$ cat src/rtl/param_hasher.sv
// Iterative rolling hasher: folds (cur_time ^ student_id) into the running hash
// over ROUNDS square-and-shift rounds, one per clock, with a start/busy/done handshake.
module param_hasher #(
  parameter int unsigned W      = 16,
  parameter int unsigned ROUNDS = 1,
  parameter int unsigned SHIFT  = 8
) (
  input  logic         clk,
  input  logic         rst,
  input  logic         start,
  input  logic         seed_load,
  input  logic [W-1:0] seed,
  input  logic [W-1:0] cur_time,
  input  logic [W-1:0] student_id,
  output logic         busy,
  output logic         done,
  output logic [W-1:0] cur_hash
);

  localparam int unsigned CW = $clog2(ROUNDS) + 1;

  typedef enum logic [1:0] {IDLE, RUN, DONE} state_t;

  state_t           state_q, state_d;
  logic [W-1:0]     x_q, x_d;
  logic [W-1:0]     acc_q, acc_d;
  logic [W-1:0]     hash_q, hash_d;
  logic [CW-1:0]    cnt_q, cnt_d;
  logic             done_q, done_d;

  logic [2*W-1:0]   diff;
  logic [2*W-1:0]   sq;
  logic [W-1:0]     f_acc;
  logic             last_round;

  // Round function evaluated in 2W bits; the subtraction wraps when acc > x.
  always_comb begin
    diff       = {{W{1'b0}}, x_q} - {{W{1'b0}}, acc_q};
    sq         = diff * diff;
    f_acc      = W'(sq >> SHIFT);
    last_round = (cnt_q == CW'(ROUNDS - 1));
  end

  always_comb begin
    state_d = state_q;
    x_d     = x_q;
    acc_d   = acc_q;
    hash_d  = hash_q;
    cnt_d   = cnt_q;
    done_d  = 1'b0;
    unique case (state_q)
      IDLE: begin
        if (seed_load) begin
          hash_d = seed;
        end else if (start) begin
          x_d     = cur_time ^ student_id;
          acc_d   = hash_q;
          cnt_d   = '0;
          state_d = RUN;
        end
      end
      RUN: begin
        acc_d = f_acc;
        cnt_d = cnt_q + CW'(1);
        if (last_round) begin
          hash_d  = f_acc;
          done_d  = 1'b1;
          state_d = DONE;
        end
      end
      DONE: begin
        state_d = IDLE;
      end
      default: begin
        state_d = IDLE;
      end
    endcase
  end

  always_ff @(posedge clk or posedge rst) begin
    if (rst) begin
      state_q <= IDLE;
      x_q     <= '0;
      acc_q   <= '0;
      hash_q  <= '0;
      cnt_q   <= '0;
      done_q  <= 1'b0;
    end else begin
      state_q <= state_d;
      x_q     <= x_d;
      acc_q   <= acc_d;
      hash_q  <= hash_d;
      cnt_q   <= cnt_d;
      done_q  <= done_d;
    end
  end

  assign busy     = (state_q != IDLE);
  assign done     = done_q;
  assign cur_hash = hash_q;

endmodule

$ cat config.mk
export PLATFORM = sky130hd
export DESIGN_NAME = param_hasher
export DESIGN_NICKNAME = d
export VERILOG_FILES = /design/src/rtl/param_hasher.sv
export SDC_FILE = /design/constraint.sdc
export NUM_CORES = 1
export LEC_CHECK = 0
export ABC_AREA = 1
export BUFFER_PORTS_ARGS = -buffer_cell sky130_fd_sc_hd__buf_2
export CORE_MARGIN = 4
export CORE_UTILIZATION = 60
export CTS_CLUSTER_SIZE = 30
export DETAILED_ROUTE_END_ITERATION = 16
export PLACE_DENSITY_LB_ADDON = 0.15
export SYNTH_ARGS = -nofsm -noshare
export SYNTH_HDL_FRONTEND = slang
export SYNTH_SLANG_ARGS = --single-unit
export TNS_END_PERCENT = 30
$ cat constraint.sdc
create_clock -name clk -period 10.3 [get_ports clk]
set_clock_uncertainty 0.1 [all_clocks]
set_input_delay 1.03 -clock clk [delete_from_list [all_inputs] [get_ports clk]]
set_output_delay 1.03 -clock clk [all_outputs]
set_load 0.01 [all_outputs]
Word-level counts from Yosys, hierarchy flattened:

Cells that the tools add are included.

* register bits after elaboration: 52
* input port bits: 52
* logic and storage cells: 38

* multiplexer cells: 15
* reductions and logical operators: 7
* bitwise logic cells: 2
* multipliers: 1
* eq/ne operators: 5
* add/sub/neg operators: 2

Operators with widths (number)
* 16-bit two-way mux: 4
* 16-bit one-hot mux with 2 select lines: 2
* 17-bit by 17-bit multiplier with 24-bit output: 1
* 16-bit by 16-bit subtractor with 17-bit output: 1
* 16-bit XOR: 1
* 3-bit AND reduction: 4
* 2-bit inequality test (second input constant): 4
* 2-bit two-way mux: 3
* 1-bit two-way mux: 4
* 2-bit one-hot mux with 2 select lines: 1
* 2-bit nonzero test: 2
* 2-bit by 1-bit equality test with 1-bit output (second input constant): 1
* 2-bit zero test: 1
* 1-bit one-hot mux with 2 select lines: 1
* 1-bit adder (second input constant): 1
* 1-bit inverter: 1

Longest topological paths before layout:

* depth in word-level cells: 4
* gate-level depth with buffers: 38
* gate-level depth less buffers: 38

Worst setup path after synthesis:

OpenSTA, ideal clock, no wires.

* path kind: register to register
* start point: register x_q[0]
* end point: register acc_q[13]
* setup slack: 3605 ps
* setup time: 77 ps
* path buffers: 0
* stages on the path, launching flop included: 36
* data required time: 10123 ps
* arrival time: 6517 ps
* path through: dfrtp_1 inv_1 ha_1 inv_1 fa_1 nand3_1 nand3_2 nand2_1 nand3_1 nand2_2 clkinv_1 nor2_1 inv_1 fa_1 inv_1 fa_1 inv_1 fa_1 inv_1 fa_1 fa_1 inv_1 fa_1 inv_1 ha_1 a21oi_1 o21ai_0 a21oi_1 nand2_1 a21boi_1 o21ai_2 nand2_1 nand2_1 nand2_1 nand3_1 a21oi_1

* longest elaborated chain between the ends: 3

RTL lines
* start: declaration: line 25 `logic [W-1:0] x_q, x_d;`
* start signal: assignment: line 83 `x_q <= '0;`
* start signal: assignment: line 90 `x_q <= x_d;`
* 16-bit by 16-bit subtractor with 17-bit output: line 38 `diff = {{W{1'b0}}, x_q} - {{W{1'b0}}, acc_q};`
* 17-bit by 17-bit multiplier with 24-bit output: line 39 `sq = diff * diff;`
* 16-bit one-hot mux with 2 select lines: line 51 `unique case (state_q)`
* end signal: assignment: line 84 `acc_q <= '0;`
* end signal: assignment: line 91 `acc_q <= acc_d;`
* end: declaration: line 26 `logic [W-1:0] acc_q, acc_d;`

Every way passes these cells.
A chain may end at the register's enable or synchronous reset.

Final worst setup path:

* start point: register x_q[0]
* end point: register hash_q[11], in the netlist cur_hash[11]

* longest elaborated chain between the ends: 4

RTL lines
* 16-bit by 16-bit subtractor with 17-bit output: line 38
* 17-bit by 17-bit multiplier with 24-bit output: line 39
* 16-bit two-way mux: line 65 `if (last_round) begin`
* 16-bit one-hot mux with 2 select lines: line 51
* end signal: assignment: line 92 `hash_q <= hash_d;`
* end: declaration: line 27 `logic [W-1:0] hash_q, hash_d;`

Every way passes these cells. The select of a mux whose other input is x is not followed.

==> out/metrics.cfg <==
[outcome]
status = complete, no violations

[global_routing]
top_usage_layer = met2
grt_use_total_pct = 26.6
grt_pass1_wl_um = 41600
grt_max_degree = 53
use_met3_pct = 4.59
antenna_found_initial = 0
grt_pass1_vias = 8582
use_met1_pct = 35.5
grt_use_met2_pct = 45.5
grt.overflow.total = 0

[synth]
ys.warnings.count = 0
synth_area_leaders = fa_1, inv_1, dfrtp_1
synth.avg_cell_area_um2 = 7.85
synth-edff-count = 0
yosysSeqAreaShare_pct = 12.7
synth_xor_area_share_pct = 2.82
post-synth-top-area-cell = fa_1
ys.flop_type = dfrtp_1
synthCells = 1306
synth-seq-cells = 52
synth_nets = 1618
ys_types = 37
yosys.area_share.simple_pct = 17.2
synth_mux_area_share_pct = 0
synth_area_mm2 = 0.0103
synthAdderAreaFrac_pct = 44.7
synth_compound_area_share_pct = 8.14
yosysTopAreaCellShare_pct = 34.5
async_flop_share_pct = 100
synth_top_family_by_area = adder cells

[floorplan]
initial_utilization_pct = 61.6
die_area_mm2 = 0.0193
fp.dieH_um = 139
die_x_um = 139
ioPinCount = 70
rows = 47
core_mm2 = 0.0166

[clocking]
numCtsBuffers = 5
root_buffer = clkbuf_16
clkTransAtPathRegs_ns = 0.07
clock-sinks = 52
worst_skew_pair.late_latency_ns = 0.30
cts_tree = done
cts_hold_buf = 0
cts_max_level = 2
clockBufferDepth = 2
cts.repair.resized = 0
postCtsSetupBuffers = 0

[final_layout]
fin_cells = 1580
nets = 1671
utilization_pct = 65.9
n_fill_cell = 1468
area_growth_syn_to_layout_pct = 6.84
drive_gt1_share_pct = 9.12
diodes = 0

[worst_setup_path]
critPathMostFrequentCell = inv_1
cp-endpoint = cur_hash[11]
r2r_slack_ns = 2.08
critPathMaxStageDelay_ns = 0.67
critPathSlowestCell = xor2_1
worstPathArrival_ns = 8.27
cp-end-kind = register
rr_worst_depth = 30
crit_fanout = 12
setup.worst_path.class = reg2reg
worstReg2RegStart = x_q[0]
r2r-end = cur_hash[11]
crit_path_start_kind = register
crit_required_ns = 10.35
crit_path_start = x_q[0]

[timing]
worst_slew_pin_slew_ns = 1.18
layout_min_cycle_time_ns = 8.22
slew_viol_final = 0
fin_crit_sh_pct = 79.8
slew-limit-headroom_pct = 21.3
hold_viol_final = 0
final.setup.tns_ns = 0
max_freq_mhz = 122
setup_viol_count_final = 0
rsz0062_at_grt = false

[worst_hold_path]
whs_path_depth = 1
hp-class = reg2reg

[drt]
drt_iter0_markers = 501
drt.antenna.violating_nets = 0
dr.pass1.iters = 5
post_drt_wl_per_cell_um = 15.5
drcViolationCount = 0
vias_per_cell = 5.24
finalWirelength_um = 24500
via_count = 8278

[place]
placedCellCount = 1572
dp.final_hpwl_um = 20600
io_buffers = 69
place_congestion = 0.907

[job]
drv_cap = 0

metal layers:
| metal | wire length, µm | up-vias | share of wire, % |
|---|---|---|---|
| li1 | - | 3963 | - |
| met5 | 0 | - | 0 |
| met2 | 12100 | 281 | 49 |
| met3 | 1750 | 52 | 7.2 |
| met4 | 663 | 0 | 2.7 |
| met1 | 10000 | 3982 | 41 |
metrics by stage:
stage	setup slack, ns	hold WS (ns)	cell area, µm²
floorplan	3.61	0.326	10300
global placement	2.48	0.349	10800
detailed placement	2.24	0.351	10800
CTS	2.17	0.370	11000
global route	1.54	0.396	11000
finish	2.08	0.367	11000
flip-flops by register name, indices dropped and copies added (netlist names):
register,flops
state_q,2
acc_q,16
x_q,16
cnt_q,1
cur_hash,16
done,1
cell usage after synthesis, types with 4 or more instances:
library cell / count
nand2_2: 19
ha_1: 83
inv_1: 359
nor2_1: 126
nand2_4: 4
clkinv_1: 4
nand2_1: 204
nand3b_1: 4
nand3_1: 30
fa_1: 177
nand4_1: 6
nand3_2: 6
clkbuf_1: 22
xnor2_1: 24
nor2_2: 4
a22oi_1: 13
o21ai_0: 52
dfrtp_1: 52
o21ai_1: 5
a21oi_1: 72
xor2_1: 9
inv_2: 8
cell type report:
cell class	instances	area (µm²)	area share, %
inverters	371	1390	12.7
well taps	220	275	2.51
clock buffers	6	129	1.18
multi-input cells	859	7470	68.2
flip-flops and latches	52	1300	11.9
clock inverters	2	38.8	0.354
repair buffers	70	353	3.22
worst min-delay path by stage:
stage	from	end	slack [ns]
global route	cnt_q	state_q[1]	0.40
CTS	cnt_q	state_q[1]	0.37
detailed placement	cnt_q	state_q[1]	0.35
global placement	cnt_q	state_q[1]	0.35
floorplan	cnt_q	state_q[1]	0.33
finish	cnt_q	state_q[1]	0.37
logic make-up after synthesis:
group                      count (synthesis)
adders and majority gates                260
buffers and inverters                    395
DFF                                       52
xor gates and xnor gates                  33
AOI/OAI and AO/OA                        154
and+or+nand+nor                          412
worst max-delay path: cells and delay by family (launching register included):
kind            cells  cell delay (ns)
fa+ha+maj           9             3.84
compound gates      7             1.37
buf+inv             9             1.05
simple gates        4             0.67
xor+xnor            1             0.67
flops               1             0.36
cells in the final DEF, fill, tap and decap left out, drive strengths merged:
cell / n
nand4: 6
a31oi: 2
o21ai: 58
a22oi: 13
and2: 2
clkinv: 4
nand3: 36
o31ai: 1
clkbuf: 6
a21o: 1
nor4: 1
bufinv: 1
fa: 177
nor3: 1
ha: 83
buf: 70
dfrtp: 52
and3: 3
xor2: 9
nand2: 227
nor2: 131
a211oi: 3
or2: 1
inv: 368
a21oi: 74
nand3b: 4
a21boi: 2
xnor2: 24
Power is not shown: default switching activity piles up to over one toggle a cycle in this logic, so the estimate is an artifact.
